===== config.mk =====
export PLATFORM = sky130hd
export DESIGN_NAME = pipeline_hazard_ctrl
export DESIGN_NICKNAME = d
export VERILOG_FILES = /design/src/rtl/pipeline_hazard_ctrl.sv
export SDC_FILE = /design/constraint.sdc
export NUM_CORES = 1
export LEC_CHECK = 0
export ABC_AREA = 0
export CORE_MARGIN = 2
export CORE_UTILIZATION = 45
export DETAILED_ROUTE_END_ITERATION = 12
export HOLD_SLACK_MARGIN = 0.1
export PLACE_DENSITY_LB_ADDON = 0.12
export SLEW_MARGIN = 10
export SYNTH_ARGS = -nofsm -noshare
export SYNTH_HDL_FRONTEND = slang
export SYNTH_SLANG_ARGS = --single-unit

===== constraint.sdc =====
create_clock -name clk -period 4.1 [get_ports clk]
set_input_delay 0.82 -clock clk [delete_from_list [all_inputs] [get_ports clk]]
set_output_delay 0.82 -clock clk [all_outputs]
set_load 0.01 [all_outputs]

===== src/rtl/pipeline_hazard_ctrl.sv =====
// Central stall/flush controller for the five-stage MIPS pipeline: resolves
// memory-wait, load-use and taken-branch hazards and sequences start-up.
module pipeline_hazard_ctrl #(
    parameter int START_DELAY = 2,
    parameter int MEM_TIMEOUT = 64
) (
    input  logic        clk,
    input  logic        reset,
    input  logic [4:0]  id_rs,
    input  logic [4:0]  id_rt,
    input  logic        id_uses_rs,
    input  logic        id_uses_rt,
    input  logic        ex_mem_read,
    input  logic [4:0]  ex_rd,
    input  logic        branch_taken,
    input  logic        mem_req,
    input  logic        mem_ready,
    input  logic        stat_clr,
    output logic        pc_le,
    output logic        if_id_le,
    output logic        id_ex_le,
    output logic        ex_mem_le,
    output logic        mem_wb_le,
    output logic        if_id_clr,
    output logic        id_ex_bubble,
    output logic [15:0] stall_count,
    output logic        mem_timeout,
    output logic [1:0]  state
);

    typedef enum logic [1:0] {
        START    = 2'd0,
        RUN      = 2'd1,
        MEM_WAIT = 2'd2
    } state_t;

    // A delay of 0 behaves like 1, so the last hold count is never below 0.
    localparam logic [7:0] DELAY_LAST  = (START_DELAY <= 1) ? 8'd0 : 8'(START_DELAY - 1);
    localparam logic [7:0] TIMEOUT_VAL = 8'(MEM_TIMEOUT);

    state_t     cur_state;
    state_t     next_state;
    logic [7:0] hold_cnt;
    logic [7:0] wait_cnt;
    logic       load_use;

    assign load_use = ex_mem_read && (ex_rd != 5'd0) &&
                      ((id_uses_rs && (id_rs == ex_rd)) ||
                       (id_uses_rt && (id_rt == ex_rd)));

    assign state = cur_state;

    always_comb begin
        next_state   = cur_state;
        pc_le        = 1'b0;
        if_id_le     = 1'b0;
        id_ex_le     = 1'b0;
        ex_mem_le    = 1'b0;
        mem_wb_le    = 1'b0;
        if_id_clr    = 1'b0;
        id_ex_bubble = 1'b0;
        case (cur_state)
            START: begin
                id_ex_bubble = 1'b1;
                if (hold_cnt >= DELAY_LAST) begin
                    next_state = RUN;
                end
            end
            RUN: begin
                if (mem_req && !mem_ready) begin
                    next_state = MEM_WAIT;
                end else if (load_use) begin
                    // The branch (if any) is dropped here and re-resolves next cycle.
                    id_ex_le     = 1'b1;
                    ex_mem_le    = 1'b1;
                    mem_wb_le    = 1'b1;
                    id_ex_bubble = 1'b1;
                end else begin
                    pc_le     = 1'b1;
                    if_id_le  = 1'b1;
                    id_ex_le  = 1'b1;
                    ex_mem_le = 1'b1;
                    mem_wb_le = 1'b1;
                    if_id_clr = branch_taken;
                end
            end
            MEM_WAIT: begin
                if (mem_ready) begin
                    pc_le      = 1'b1;
                    if_id_le   = 1'b1;
                    id_ex_le   = 1'b1;
                    ex_mem_le  = 1'b1;
                    mem_wb_le  = 1'b1;
                    next_state = RUN;
                end
            end
            default: begin
                id_ex_bubble = 1'b1;
                next_state   = START;
            end
        endcase
    end

    always_ff @(posedge clk or negedge reset) begin
        if (!reset) begin
            cur_state <= START;
        end else begin
            cur_state <= next_state;
        end
    end

    // Start-up hold counter only advances while frozen in START.
    always_ff @(posedge clk or negedge reset) begin
        if (!reset) begin
            hold_cnt <= 8'd0;
        end else if (cur_state == START && hold_cnt != 8'hFF) begin
            hold_cnt <= hold_cnt + 8'd1;
        end
    end

    // Wait counter measures the current memory stall; timeout is sticky until reset.
    always_ff @(posedge clk or negedge reset) begin
        if (!reset) begin
            wait_cnt    <= 8'd0;
            mem_timeout <= 1'b0;
        end else if (cur_state == MEM_WAIT) begin
            if (mem_ready) begin
                wait_cnt <= 8'd0;
            end else if (wait_cnt != 8'hFF) begin
                wait_cnt <= wait_cnt + 8'd1;
                if ((wait_cnt + 8'd1) == TIMEOUT_VAL) begin
                    mem_timeout <= 1'b1;
                end
            end
        end
    end

    always_ff @(posedge clk or negedge reset) begin
        if (!reset) begin
            stall_count <= 16'd0;
        end else if (stat_clr) begin
            stall_count <= 16'd0;
        end else if (cur_state != START && !pc_le && stall_count != 16'hFFFF) begin
            stall_count <= stall_count + 16'd1;
        end
    end

endmodule


==> results.json, run 1 <==
{
  "hold_viol": 0,
  "cts.sinks": 35,
  "setup_viol": 0,
  "dr_wl_met2_mm": 2.12,
  "start_util": 0.466,
  "path_buf_inv": 2,
  "min_period_over_period": 0.906,
  "layout.cells.non_filler": 345,
  "slew_headroom": 0.566,
  "final_util": 0.593,
  "areaGrowthSynthToFinish_pct": 27.1,
  "grt_overflow_total": 0,
  "synth_seq_cells": 35,
  "core_mm2": 0.00469,
  "ioPinCount": 50,
  "crit_arrival_ns": 2.89,
  "end_kind": "primary output",
  "die_area_mm2": 0.00544,
  "routed_wl_mm": 4.80,
  "grt_pass1_wl_mm": 8.35,
  "syn_area_mm2": 0.00219,
  "cpMostUsedCell": "clkdlybuf4s50_1",
  "slew_viol_final": 0,
  "dp.cells": 337,
  "yosysWarningCount": 0,
  "track_usage": 0.200,
  "critPathMaxStageDelay_ns": 0.56,
  "status": "completed",
  "avgSynthCellArea_um2": 8.97,
  "vias": 1909,
  "critPathLaunchType": "input port",
  "vdd_drop_max_v": 0.000290,
  "cts_buffer_depth": 2,
  "wl_met3_um": 244,
  "ys_types": 47,
  "drt_iter0_drc": 98,
  "grt_pass1_vias": 1802,
  "total_leakage_power_nw": 1.13,
  "synth-edff-count": 0,
  "ctsHtreeMaxLevel": 2,
  "slowest_stage": "or4_1",
  "cts_made_buffers": 5,
  "seq_area_frac_synth": 0.400,
  "rsz0062_at_grt": "no",
  "cts_tree": "yes",
  "drv_cap": 0,
  "hold_buffers": 0,
  "row_count": 25,
  "cts_resized": 0,
  "final_cell_area_mm2": 0.00278,
  "place_congestion": 0.803,
  "timing.fmax_mhz": 269,
  "clockRootBuffer": "clkbuf_8",
  "min_path_type": "reg2reg",
  "dp_hpwl_mm": 3.51,
  "crit_path_max_fanout": 3,
  "synth_nets": 277,
  "tns_ns": 0,
  "tightest_slew_ns": 0.645,
  "final_layout_size_suffix_gt1_frac": 0.0550,
  "first_pass_iters": 4,
  "wl_met1_mm": 2.32,
  "grt_antenna_before_repair": 0,
  "routed_via_density": 5.53,
  "place_area_mm2": 0.00268,
  "grt_start_max_net_pins": 36,
  "wl_per_cell_um": 13.9,
  "post_cts_buffers": 0,
  "die-width_um": 73.7,
  "required_ns": 3.28,
  "ant_nets": 0,
  "clk_latency_ns": 0.29,
  "synthCells": 244,
  "worstPathCellList": "clkdlybuf4s50_1 > or4_1 > o21ai_2 > nand2b_1 > and3_1 > clkdlybuf4s50_1",
  "synth_flop_cell": "dfrtp_1",
  "crit_type": "in2out",
  "layout.nets": 323,
  "fin_skew_ns": 0.00417,
  "die_y_um": 73.7,
  "drc": 0,
  "postSynth.asyncResetShare": 1.00,
  "power_density_mw_per_mm2": 488,
  "maxUsedRoutingLayer": "met4",
  "finalCriticalPeriod_ns": 3.71,
  "cpLargestDelayFamily": "buffers and inverters",
  "path_clk_slew_ns": 0.07,
  "antennaDiodeCount": 0,
  "portBuffers": 49
}
## layer usage
| layer | up-vias | GRT usage |
|---|---|---|
| met5 | - | 0 |
| met4 | 0 | 0.0808 |
| met3 | 8 | 0.0617 |
| met2 | 48 | 0.297 |
| met1 | 893 | 0.272 |
| li1 | 960 | - |
## cells in the mapped netlist (5+ instances only)
cell,count,share of area
a21oi_1,16,0.037
nor2_1,16,0.027
or3_1,9,0.026
or4_1,5,0.017
nand3_1,7,0.016
o31ai_1,6,0.021
nand2_1,24,0.041
inv_1,13,0.022
o21ai_0,12,0.027
xnor2_1,17,0.068
and3_1,7,0.020
o21ai_1,9,0.021
nand4_1,8,0.023
dfrtp_1,35,0.40
ha_1,9,0.051
## per-stage QoR
| step | setup slack (ns) | power [mW] | hold slack, ns |
|---|---|---|---|
| floorplan | 1.34 | 0.901 | 0.464 |
| global placement | 0.392 | 1.08 | 0.459 |
| detailed placement | 0.389 | 1.08 | 0.465 |
| CTS | 0.374 | 1.37 | 0.486 |
| global route | 0.312 | 1.46 | 0.496 |
| finish | 0.387 | 1.36 | 0.478 |
## cell families after synthesis
kind of cell    count (synthesis)  share of synthesized area
compound gates                 60                      0.170
xor+xnor                       19                     0.0760
fa+ha+maj                       9                     0.0515
buf+inv                        26                     0.0623
flops                          35                      0.400
mux                             2                     0.0114
simple gates                   93                      0.228
## state kept, by name, indices dropped and copies added (netlist names)
register	cells
stall_count	16
wait_cnt	8
hold_cnt	8
state	2
mem_timeout	1
## layout make-up
type                       instances  area (µm²)
clock buffer                       8         100
fill                             429        1910
inverter                          13        48.8
multi-input combinational        183        1180
sequential                        35         876
tap                               54        67.6
timing repair buffer              52         513
## cell usage in the layout, fill, tap and decap left out, types with 2 or more instances in the layout
| cell type | count |
|---|---|
| inv_1 | 13 |
| or3_1 | 9 |
| clkbuf_8 | 7 |
| nand3_1 | 7 |
| nand2_1 | 24 |
| o21ai_0 | 12 |
| clkdlybuf4s50_1 | 49 |
| and2_1 | 2 |
| xnor2_1 | 17 |
| o21ai_1 | 9 |
| o31ai_1 | 6 |
| nand3b_1 | 3 |
| a31oi_1 | 2 |
| ha_1 | 9 |
| xor2_1 | 2 |
| o22ai_1 | 2 |
| nand4_1 | 8 |
| nor4_2 | 2 |
| nor3_1 | 3 |
| nor2b_1 | 2 |
| a21oi_1 | 16 |
| dfrtp_1 | 35 |
| o21a_1 | 2 |
| or4_1 | 5 |
| and3_1 | 7 |
| nor2_1 | 16 |
| buf_4 | 3 |
## where the power goes
part	leakage [nW]	switching [mW]	internal (mW)
Combinational	0.601	0.303	0.284
Clock	0.0515	0.128	0.153
Sequential	0.472	0.0798	0.409
## worst paths after layout
kind	start	to	slack, ns	cells past startpoint
min reg2reg	mem_timeout	mem_timeout	0.48	1
max	ex_rd[1]	if_id_clr	0.39	6
min in group asynchronous	reset	stall_count[5]	0.94	2
max in group asynchronous	reset	stall_count[3]	2.83	2
min	mem_timeout	mem_timeout	0.48	1
max reg2reg	state[0]	stall_count[8]	1.64	8
Note: power is estimated with default switching activity, not from simulation.
==> run 2: changes to the inputs <==
--- a/config.mk
+++ b/config.mk
@@ -11,6 +11,7 @@
 export DETAILED_ROUTE_END_ITERATION = 12
 export HOLD_SLACK_MARGIN = 0.1
 export PLACE_DENSITY_LB_ADDON = 0.12
+export SETUP_SLACK_MARGIN = 0.5
 export SLEW_MARGIN = 10
 export SYNTH_ARGS = -nofsm -noshare
 export SYNTH_HDL_FRONTEND = slang
==> results.json, run 2 (synthesis results as in run 1) <==
{
  "die_area_mm2": 0.00544,
  "vias": 1909,
  "critPathMaxStageDelay_ns": 0.58,
  "grt_overflow_total": 0,
  "final_layout_size_suffix_gt1_frac": 0.0619,
  "cts_made_buffers": 5,
  "r2r_slack_ns": 1.64,
  "switching_power_mw": 0.509,
  "min_period_over_period": 0.839,
  "crit_type": "in2out",
  "r2r_start": "state[0]",
  "die-width_um": 73.7,
  "total_leakage_power_nw": 1.15,
  "first_pass_iters": 4,
  "cts_buffer_depth": 2,
  "layout.nets": 323,
  "top_register": "stall_count",
  "drt_iter0_drc": 113,
  "dp_hpwl_mm": 3.51,
  "routed_via_density": 5.53,
  "dp.cells": 337,
  "clockRootBuffer": "clkbuf_8",
  "layout.cells.non_filler": 345,
  "place_area_mm2": 0.00268,
  "crit_arrival_ns": 2.62,
  "ant_nets": 0,
  "reg_top3": "stall_count x16, hold_cnt x8, wait_cnt x8",
  "wl_per_cell_um": 13.9,
  "rsz0062_at_grt": "no",
  "worstPathCellList": "clkdlybuf4s50_1 > inv_1 > a21boi_0 > o21ai_1 > inv_1 > clkdlybuf4s50_1",
  "required_ns": 3.28,
  "hold_depth": 1,
  "vdd_drop_max_v": 0.000290,
  "comb_power_share": 0.428,
  "grt_pass1_wl_mm": 8.34,
  "whs_endpoint": "mem_timeout",
  "tightest_slew_ns": 0.645,
  "end_kind": "primary output",
  "grt_antenna_before_repair": 0,
  "row_count": 25,
  "ctsHtreeMaxLevel": 2,
  "ioPinCount": 50,
  "largest_register_ff_count": 16,
  "critPathLaunchType": "input port",
  "status": "completed",
  "finalPower_mw": 1.34,
  "drv_cap": 0,
  "final_common_cell": "clkdlybuf4s50_1",
  "netSwitchingFraction": 0.379,
  "slew_viol_final": 0,
  "cts.sinks": 35,
  "hold_buffers": 0,
  "grt_start_max_net_pins": 36,
  "drc": 0,
  "rr_endpoint": "stall_count[8]",
  "portBuffers": 49,
  "slew_headroom": 0.566,
  "setup_viol": 0,
  "slowest_stage": "clkdlybuf4s50_1",
  "p_seq_frac": 0.363,
  "tns_ns": 0,
  "track_usage": 0.200,
  "start_util": 0.466,
  "clk_latency_ns": 0.29,
  "finalCriticalPeriod_ns": 3.44,
  "final_cell_area_mm2": 0.00279,
  "hold_viol": 0,
  "min_path_type": "reg2reg",
  "cts_tree": "yes",
  "path_clk_slew_ns": 0.07,
  "r2r_cells": 8,
  "power.share.clock": 0.209,
  "holdCritStartpoint": "mem_timeout",
  "die_y_um": 73.7,
  "p_int_mw": 0.835,
  "grt_pass1_vias": 1802,
  "routed_wl_mm": 4.79,
  "fin_skew_ns": 0.00420,
  "timing.fmax_mhz": 291,
  "power_density_mw_per_mm2": 481,
  "areaGrowthSynthToFinish_pct": 27.7,
  "place_congestion": 0.803,
  "antennaDiodeCount": 0,
  "crit_path_max_fanout": 6,
  "final_util": 0.595,
  "layout_common_cells": "clkdlybuf4s50_1 (45), dfrtp_1 (35), nand2_1 (24), xnor2_1 (17)",
  "core_mm2": 0.00469
}
[run 2: per-stage QoR]
step	hold slack, ns	setup slack [ns]
2_1_floorplan	0.464	1.34
3_3_place_gp	0.459	0.392
3_5_place_dp	0.465	0.389
4_1_cts	0.486	0.528
5_1_grt	0.496	0.536
6_report	0.478	0.661
[run 2: cell type report]
type	instances	area, µm²
clock buffer	8	100
tap	54	67.6
fill	427	1900
multi-input combinational	183	1190
timing repair buffer	52	512
inverter	13	48.8
sequential	35	876
[run 2: worst max-delay path by stage]
| stage | start | end | slack [ns] | cells after the start |
|---|---|---|---|---|
| floorplan | ex_rd[1] | pc_le | 1.34 | 5 |
| global placement | ex_rd[1] | if_id_clr | 0.39 | 6 |
| detailed placement | ex_rd[1] | if_id_clr | 0.39 | 6 |
| CTS | ex_rd[1] | id_ex_bubble | 0.53 | 7 |
| global route | mem_ready | id_ex_le | 0.54 | 6 |
| finish | mem_ready | id_ex_le | 0.66 | 6 |
[run 2: routing by layer]
| layer | global-route usage | up-vias | routed length (µm) |
|---|---|---|---|
| li1 | - | 958 | - |
| met1 | 0.271 | 895 | 2290 |
| met2 | 0.297 | 48 | 2150 |
| met3 | 0.0617 | 8 | 254 |
| met4 | 0.0808 | 0 | 102 |
| met5 | 0 | - | 0 |
[run 2: worst max-delay path, delay by kind of cell]
family	cells	cell delay, ns
compound gates	2	0.40
buf+inv	4	1.39
[run 2: power groups by stage]
stage | clock network [mW] | logic, mW | registers [mW]
4_1_cts | 0.288 | 0.583 | 0.488
5_1_grt | 0.300 | 0.649 | 0.498
3_5_place_dp | 0 | 0.590 | 0.493
2_1_floorplan | 0 | 0.420 | 0.481
6_report | 0.281 | 0.576 | 0.488
3_3_place_gp | 0 | 0.587 | 0.492
[run 2: timing repair]
item,CTS,global route
setup buffers,0,0
endpoints found under the setup margin,3,1
resized for setup,4,2
pin swaps,0,0
